<file path="config.mk">
export PLATFORM = sky130hd
export DESIGN_NAME = ce_strobe_gen_flat
export DESIGN_NICKNAME = d
export VERILOG_FILES = /design/src/rtl/ce_strobe_gen_if.sv /design/src/rtl/ce_strobe_gen.sv /design/src/flat_wrapper.sv
export SDC_FILE = /design/constraint.sdc
export NUM_CORES = 1
export LEC_CHECK = 0
export BUFFER_PORTS_ARGS = -buffer_cell sky130_fd_sc_hd__buf_2
export CORE_ASPECT_RATIO = 0.9
export CORE_MARGIN = 4
export CORE_UTILIZATION = 58
export CTS_CLUSTER_DIAMETER = 100
export CTS_CLUSTER_SIZE = 16
export DETAILED_ROUTE_END_ITERATION = 12
export PLACE_DENSITY = 0.82
export SYNTH_ARGS = -nofsm -noshare
export SYNTH_HDL_FRONTEND = slang
export SYNTH_SLANG_ARGS = --single-unit
</file>
<file path="constraint.sdc">
create_clock -name clk -period 3.22 [get_ports clk]
set_input_delay 0.644 -clock clk [delete_from_list [all_inputs] [get_ports clk]]
set_output_delay 0.644 -clock clk [all_outputs]
set_load 0.05 [all_outputs]
</file>
<file path="src/rtl/ce_strobe_gen_if.sv">
// ce_strobe_gen_if: control and status bundle for ce_strobe_gen.
//   master modport : driven by the controller / testbench
//   slave modport  : seen by ce_strobe_gen
// Signals:
//   run     - 1 = free-run strobes, 0 = paused
//   step    - debounced level, each rising edge requests one strobe while paused
//   div_ld  - load divide ratio from div_d
//   div_d   - new divide ratio N
//   fast    - fast-mode request (only honoured with CE_STROBE_FAST_EN)
//   ce_out  - registered one-cycle enable strobe
//   running - registered, 1 while in the running state
//   phase   - current prescale count
interface ce_strobe_gen_if #(
   parameter int unsigned DIV_WIDTH = 24
);
   logic                 run;
   logic                 step;
   logic                 div_ld;
   logic [DIV_WIDTH-1:0] div_d;
   logic                 fast;
   logic                 ce_out;
   logic                 running;
   logic [DIV_WIDTH-1:0] phase;

   modport master (
      output run, step, div_ld, div_d, fast,
      input  ce_out, running, phase
   );

   modport slave (
      input  run, step, div_ld, div_d, fast,
      output ce_out, running, phase
   );
endinterface

</file>
<file path="src/rtl/ce_strobe_gen.sv">
// ce_strobe_gen: programmable clock-enable strobe generator.
// Divides clk down to a one-cycle ce_out pulse every N cycles, with run/pause
// and single-step control.
// Ports:
//   clk  - system clock
//   rst  - synchronous active-high reset
//   bus  - ce_strobe_gen_if.slave (run, step, div_ld, div_d, fast in;
//          ce_out, running, phase out)
// Optional feature macro: CE_STROBE_FAST_EN -- when defined, fast=1 at a
// reload shortens the next period to max(Ne >> FAST_SHIFT, 1).
module ce_strobe_gen #(
   parameter int unsigned DIV_WIDTH   = 24,
   parameter int unsigned DEFAULT_DIV = 12000000,
   parameter int unsigned FAST_SHIFT  = 4
) (
   input logic             clk,
   input logic             rst,
   ce_strobe_gen_if.slave  bus
);

   typedef enum logic {StPaused, StRunning} state_e;

   state_e               state_q, state_d;
   logic [DIV_WIDTH-1:0] div_q;
   logic [DIV_WIDTH-1:0] cnt_q, cnt_d;
   logic                 ce_q, ce_d;
   logic                 step_q;

   logic [DIV_WIDTH-1:0] ne;
   logic [DIV_WIDTH-1:0] reload;
   logic                 step_edge;

   // A ratio of 0 behaves as 1 (strobe every cycle).
   assign ne        = (div_q == '0) ? DIV_WIDTH'(1) : div_q;
   assign step_edge = bus.step & ~step_q;

`ifdef CE_STROBE_FAST_EN
   logic [DIV_WIDTH-1:0] ne_fast;

   always_comb begin
      ne_fast = ne >> FAST_SHIFT;
      if (ne_fast == '0) ne_fast = DIV_WIDTH'(1);
      reload = bus.fast ? (ne_fast - DIV_WIDTH'(1)) : (ne - DIV_WIDTH'(1));
   end
`else
   logic unused_fast;
   assign unused_fast = bus.fast;
   assign reload      = ne - DIV_WIDTH'(1);
`endif

   always_comb begin
      state_d = state_q;
      cnt_d   = cnt_q;
      ce_d    = 1'b0;
      if (bus.div_ld) begin
         // Load wins over state behaviour; a coincident step edge is dropped.
         cnt_d = (bus.div_d == '0) ? '0 : (bus.div_d - DIV_WIDTH'(1));
      end else begin
         unique case (state_q)
            StPaused: begin
               if (bus.run) begin
                  state_d = StRunning;
               end else if (step_edge) begin
                  ce_d  = 1'b1;
                  cnt_d = reload;
               end
            end
            StRunning: begin
               if (!bus.run) begin
                  state_d = StPaused;
               end else if (cnt_q == '0) begin
                  ce_d  = 1'b1;
                  cnt_d = reload;
               end else begin
                  cnt_d = cnt_q - DIV_WIDTH'(1);
               end
            end
            default: state_d = StPaused;
         endcase
      end
   end

   always_ff @(posedge clk) begin
      if (rst) begin
         state_q <= StPaused;
         div_q   <= DIV_WIDTH'(DEFAULT_DIV);
         cnt_q   <= DIV_WIDTH'(DEFAULT_DIV) - DIV_WIDTH'(1);
         ce_q    <= 1'b0;
         step_q  <= 1'b0;
      end else begin
         state_q <= state_d;
         cnt_q   <= cnt_d;
         ce_q    <= ce_d;
         step_q  <= bus.step;
         if (bus.div_ld) div_q <= bus.div_d;
      end
   end

   assign bus.ce_out  = ce_q;
   assign bus.running = (state_q == StRunning);
   assign bus.phase   = cnt_q;

endmodule

</file>
<file path="src/flat_wrapper.sv">
// flat-port wrapper written by rule: the top's interface ports become plain ports
module ce_strobe_gen_flat 
#(
   parameter int unsigned DIV_WIDTH   = 24,
   parameter int unsigned DEFAULT_DIV = 12000000,
   parameter int unsigned FAST_SHIFT  = 4
)
  (clk, rst, bus_run, bus_step, bus_div_ld, bus_div_d, bus_fast, bus_ce_out, bus_running, bus_phase);
  ce_strobe_gen_if #(.DIV_WIDTH(DIV_WIDTH)) bus_i ();
  input logic clk;
  input logic rst;
  input wire logic [$bits(bus_i.run)-1:0] bus_run;
  input wire logic [$bits(bus_i.step)-1:0] bus_step;
  input wire logic [$bits(bus_i.div_ld)-1:0] bus_div_ld;
  input wire logic [$bits(bus_i.div_d)-1:0] bus_div_d;
  input wire logic [$bits(bus_i.fast)-1:0] bus_fast;
  output wire logic [$bits(bus_i.ce_out)-1:0] bus_ce_out;
  output wire logic [$bits(bus_i.running)-1:0] bus_running;
  output wire logic [$bits(bus_i.phase)-1:0] bus_phase;
  assign bus_i.run = bus_run;
  assign bus_i.step = bus_step;
  assign bus_i.div_ld = bus_div_ld;
  assign bus_i.div_d = bus_div_d;
  assign bus_i.fast = bus_fast;
  assign bus_ce_out = bus_i.ce_out;
  assign bus_running = bus_i.running;
  assign bus_phase = bus_i.phase;
  ce_strobe_gen #(.DIV_WIDTH(DIV_WIDTH), .DEFAULT_DIV(DEFAULT_DIV), .FAST_SHIFT(FAST_SHIFT)) u_core (.clk(clk), .rst(rst), .bus(bus_i));
endmodule
</file>
==> metrics.md <==
| Metric | Value |
|---|---|
| # diodes | 0 |
| Grt ovf | 0 |
| Grt met2 use | 0.4368 |
| Final Hold Viols | 0 |
| Maxcap violations | 0 |
| DR vias | a little under 4k |
| Fraction of layout cells with a size suffix above 1 | 0.1737 |
| Hold Path Depth | 2 |
| Netlist cell types | 65 |
| Crit. Startpoint | u_core.div_q[2] |
| HPWL after DPL | roughly 8200 um |
| FF-to-FF path depth | 10 |
| Max stage delay on crit path | just over 600 ps |
| Synthesized instance count | between 400 and 500 |
| CP startpoint kind | flop |
| Met1 usage | 0.3800 |
| Post-cts resize count | 0 |
| Mean area per synthesized cell | about 7.9 um^2 |
| EDFF count, synth | 0 |
| Crit path capture type | flop |
| Die area | a little under 8000 um^2 |
| Reg clk slew, reported paths | approximately 100 ps |
| Leak | 1.576 nW |
| R2R Setup Slk | 220 ps |
| Hold wc startpoint | u_core.div_q[1] |
| IO Port Bufs | between 50 and 60 |
| Wirelength per Cell | about 18 um |
| IO Count | between 50 and 60 |
| GP Congestion | roughly 0.94 |
| Worst path cell trace | or4_1 -> nor3_1 -> a31oi_1 -> ha_1 -> nor2b_1 -> nand2_1 -> nor2_1 -> xor2_1 -> o211ai_1 -> a311oi_1 |
| Worst r2r dst | u_core.bus.phase[8] |
| Vias/cell | around 6.4 |
| Slew Limit Fails | 0 |
| Mapped Area | 3731 um^2 |
| Status | finished clean |
| Sequential fraction of the synthesis area | 0.2736 |
| Relative slew slack | 0.5189 |
| # hold bufs at CTS | 0 |
| Slowest cell on the critical path | or4_1 |
| Seq cells post-synth | 51 |
| Post-CTS setup buffers | 0 |
| Initial antenna violation count | 0 |
| Synthesis-to-finish area growth | 11.94% |
| Vias in the first global route | between 3k and 4k |
| Critical path fanouts, max | 7 |
| Reg2reg start | u_core.div_q[2] |
| Gr busiest metal | met2 |
| Initial Util | 0.6035 |
| CP delay by family, top | simple AND/OR/NAND/NOR gates |
| Final cycle utilization of the critical path | 0.9313 |
| Final setup viols | 0 |
| Fmax | about 330 MHz |
| Root Buffer | clkbuf_8 |
| Synthesized Nets | 507 |
| Unrepaired setup endpoints after global routing | false |
| DRC Markers | 0 |
| Final hold slack | 544.8 ps |
| Asr flop ratio synth | 0 |
| Final ANT Viol Nets | 0 |
| WL final | around 11000 um |
| First-pass GRT wire length | approximately 18000 um |
| Core Box Area | between 6000 and 7000 um^2 |
| Detailed Routing Iterations Pass 1 | 5 |
| GR Util met3 | 0.07665 |
| Clk sinks | between 50 and 60 |
| Pwr Total | 1.566 mW |
| Die width | 92.55 um |
| Worst vdd ir | 0.3147 mV |
| Critical path class | reg2reg |
| Main synth FF type | dfxtp_1 |
| Data arrival, critical path | ~3200 ps |
| Worst Path Buf+Inv | 0 |
| Min Clock Period, post-route | roughly 3000 ps |
| CTS tree | done |
| Die H | between 80 and 90 um |
| Clk_lat worst skew | ~300 ps |
| Slew @ Worst Pin | around 720 ps |
| Final net count | ~560 |
| Total CTS buffers | 5 |
| Largest net degree at the start of global routing | between 40 and 50 |
| Overall routing resource usage | 0.2808 |
| Row count | 27 |
| Filler cell count | approximately 520 |
| Worst Skew | between 10 and 15 ps |
| Data required, critical path | about 3400 ps |
| Pwr per Cell Area | ~370 nW/um^2 |
| Worst Hold Class | reg2reg |
| Sum Neg Setup Slack | 0 ps |
| Initial DRC count | roughly 320 |
| Yosys Warn Count | 0 |
| H-tree depth | 2 |
| Hold EP | u_core.div_q[1] |
| Max clock buf depth | 2 |
==> state kept, by name (all words and copies together) (netlist names) <==
name	count
u_core.bus.ce_out	1
u_core.step_q	1
u_core.div_q	24
u_core.bus.phase	24
u_core.bus.running	1
==> final cells by class <==
class                      count  area (um^2)  area share
clock buffer                   7        76.32     0.01827
clock inverter                 1        5.005    0.001198
inverter                      11        41.29    0.009886
multi-input combinational    385         2541      0.6084
sequential                    51         1021      0.2445
tap                           87        108.9     0.02606
timing repair buffer          69        382.9     0.09167
==> synth_stat cells, drive strengths merged, types with 4 or more instances <==
cell	number	area (um^2)
nand2	24	90.09
mux2i	21	210.2
a211oi	7	57.55
dfxtp	51	1021
xor2	27	236.5
ha	4	50.05
buf	9	63.81
nand2b	4	25.02
o31ai	4	43.79
a221oi	4	35.03
o211ai	4	30.03
nand4	4	25.02
nor2b	12	75.07
clkbuf	17	63.81
or4	11	90.08
xnor2	19	166.4
o21ai	23	115.1
nor2	67	251.5
a211o	12	105.1
or2	4	25.02
nor4	20	137.6
o31a	4	35.03
a21oi	10	50.05
nand3	8	40.04
nor3	32	160.2
or3	13	81.33
a31oi	5	31.28
inv	11	41.29
==> worst max-delay path by stage <==
stage	slack, ps	to	cells past startpoint
3_3_place_gp	290	u_core.bus.phase[8]	10
6_report	220	u_core.bus.phase[8]	10
4_1_cts	260	u_core.bus.phase[8]	10
2_1_floorplan	490	u_core.bus.phase[0]	8
3_5_place_dp	270	u_core.bus.phase[8]	10
5_1_grt	2	u_core.bus.phase[8]	10
==> cells in the final DEF (no fill, tap or decap), types with 3 or more instances in the layout <==
cell,count
clkbuf_8,5
nand4_1,4
o31ai_1,3
ha_1,4
o31a_1,4
inv_1,11
nor4_1,18
nor3_1,32
nor2_1,67
a31oi_1,5
a21oi_1,10
xnor2_1,19
or3_1,13
o211ai_1,4
or4_1,9
o22a_1,3
o21a_1,3
mux2i_1,21
buf_2,54
nand2b_1,4
a221oi_1,4
a311oi_1,3
xor2_1,27
nor2b_1,12
buf_4,15
dfxtp_1,51
or2_2,4
o21ai_0,22
nand3_1,8
a211o_1,12
nand2_1,24
a211oi_1,6
==> tightest hold or removal path: cells and delay by family, from the launching register on <==
kind / cells / cell delay (ps)
mux: 1 / 120
flops: 1 / 330
simple gates: 1 / 50
==> layer usage <==
layer,share of wire,up-vias
met1,0.43,1794
met4,0.015,0
met3,0.11,17
li1,-,1854
met2,0.44,219
met5,0,-
==> power by group <==
part	switching [mW]	internal, mW
Combinational	0.302	0.158
Sequential	0.0664	0.678
Clock	0.208	0.153
==> logic make-up (layout without fill, tap and decap cells) <==
family,count (synthesis),in the layout,share of synthesized area
XOR/XNOR,46,46,0.1080
AND/OR/NAND/NOR,208,208,0.2867
buffers and inverters,37,88,0.04527
AO/OA/AOI/OAI,104,104,0.2096
flip-flops,51,51,0.2736
adder cells (fa/ha/maj),4,4,0.01341
multiplexers,23,23,0.06338
==> metrics by stage <==
stage               utilization  instances  setup slack (ps)  instance area, um^2
detailed placement       0.6624        603             271.9                 4095
CTS                      0.6756        611             264.1                 4177
finish                   0.6756        611             221.1                 4177
global placement         0.6624        603             294.2                 4095
global route             0.6756        611             2.434                 4177
floorplan                     -        473             489.8                 3731
Note: power is estimated with default switching activity, not from simulation.
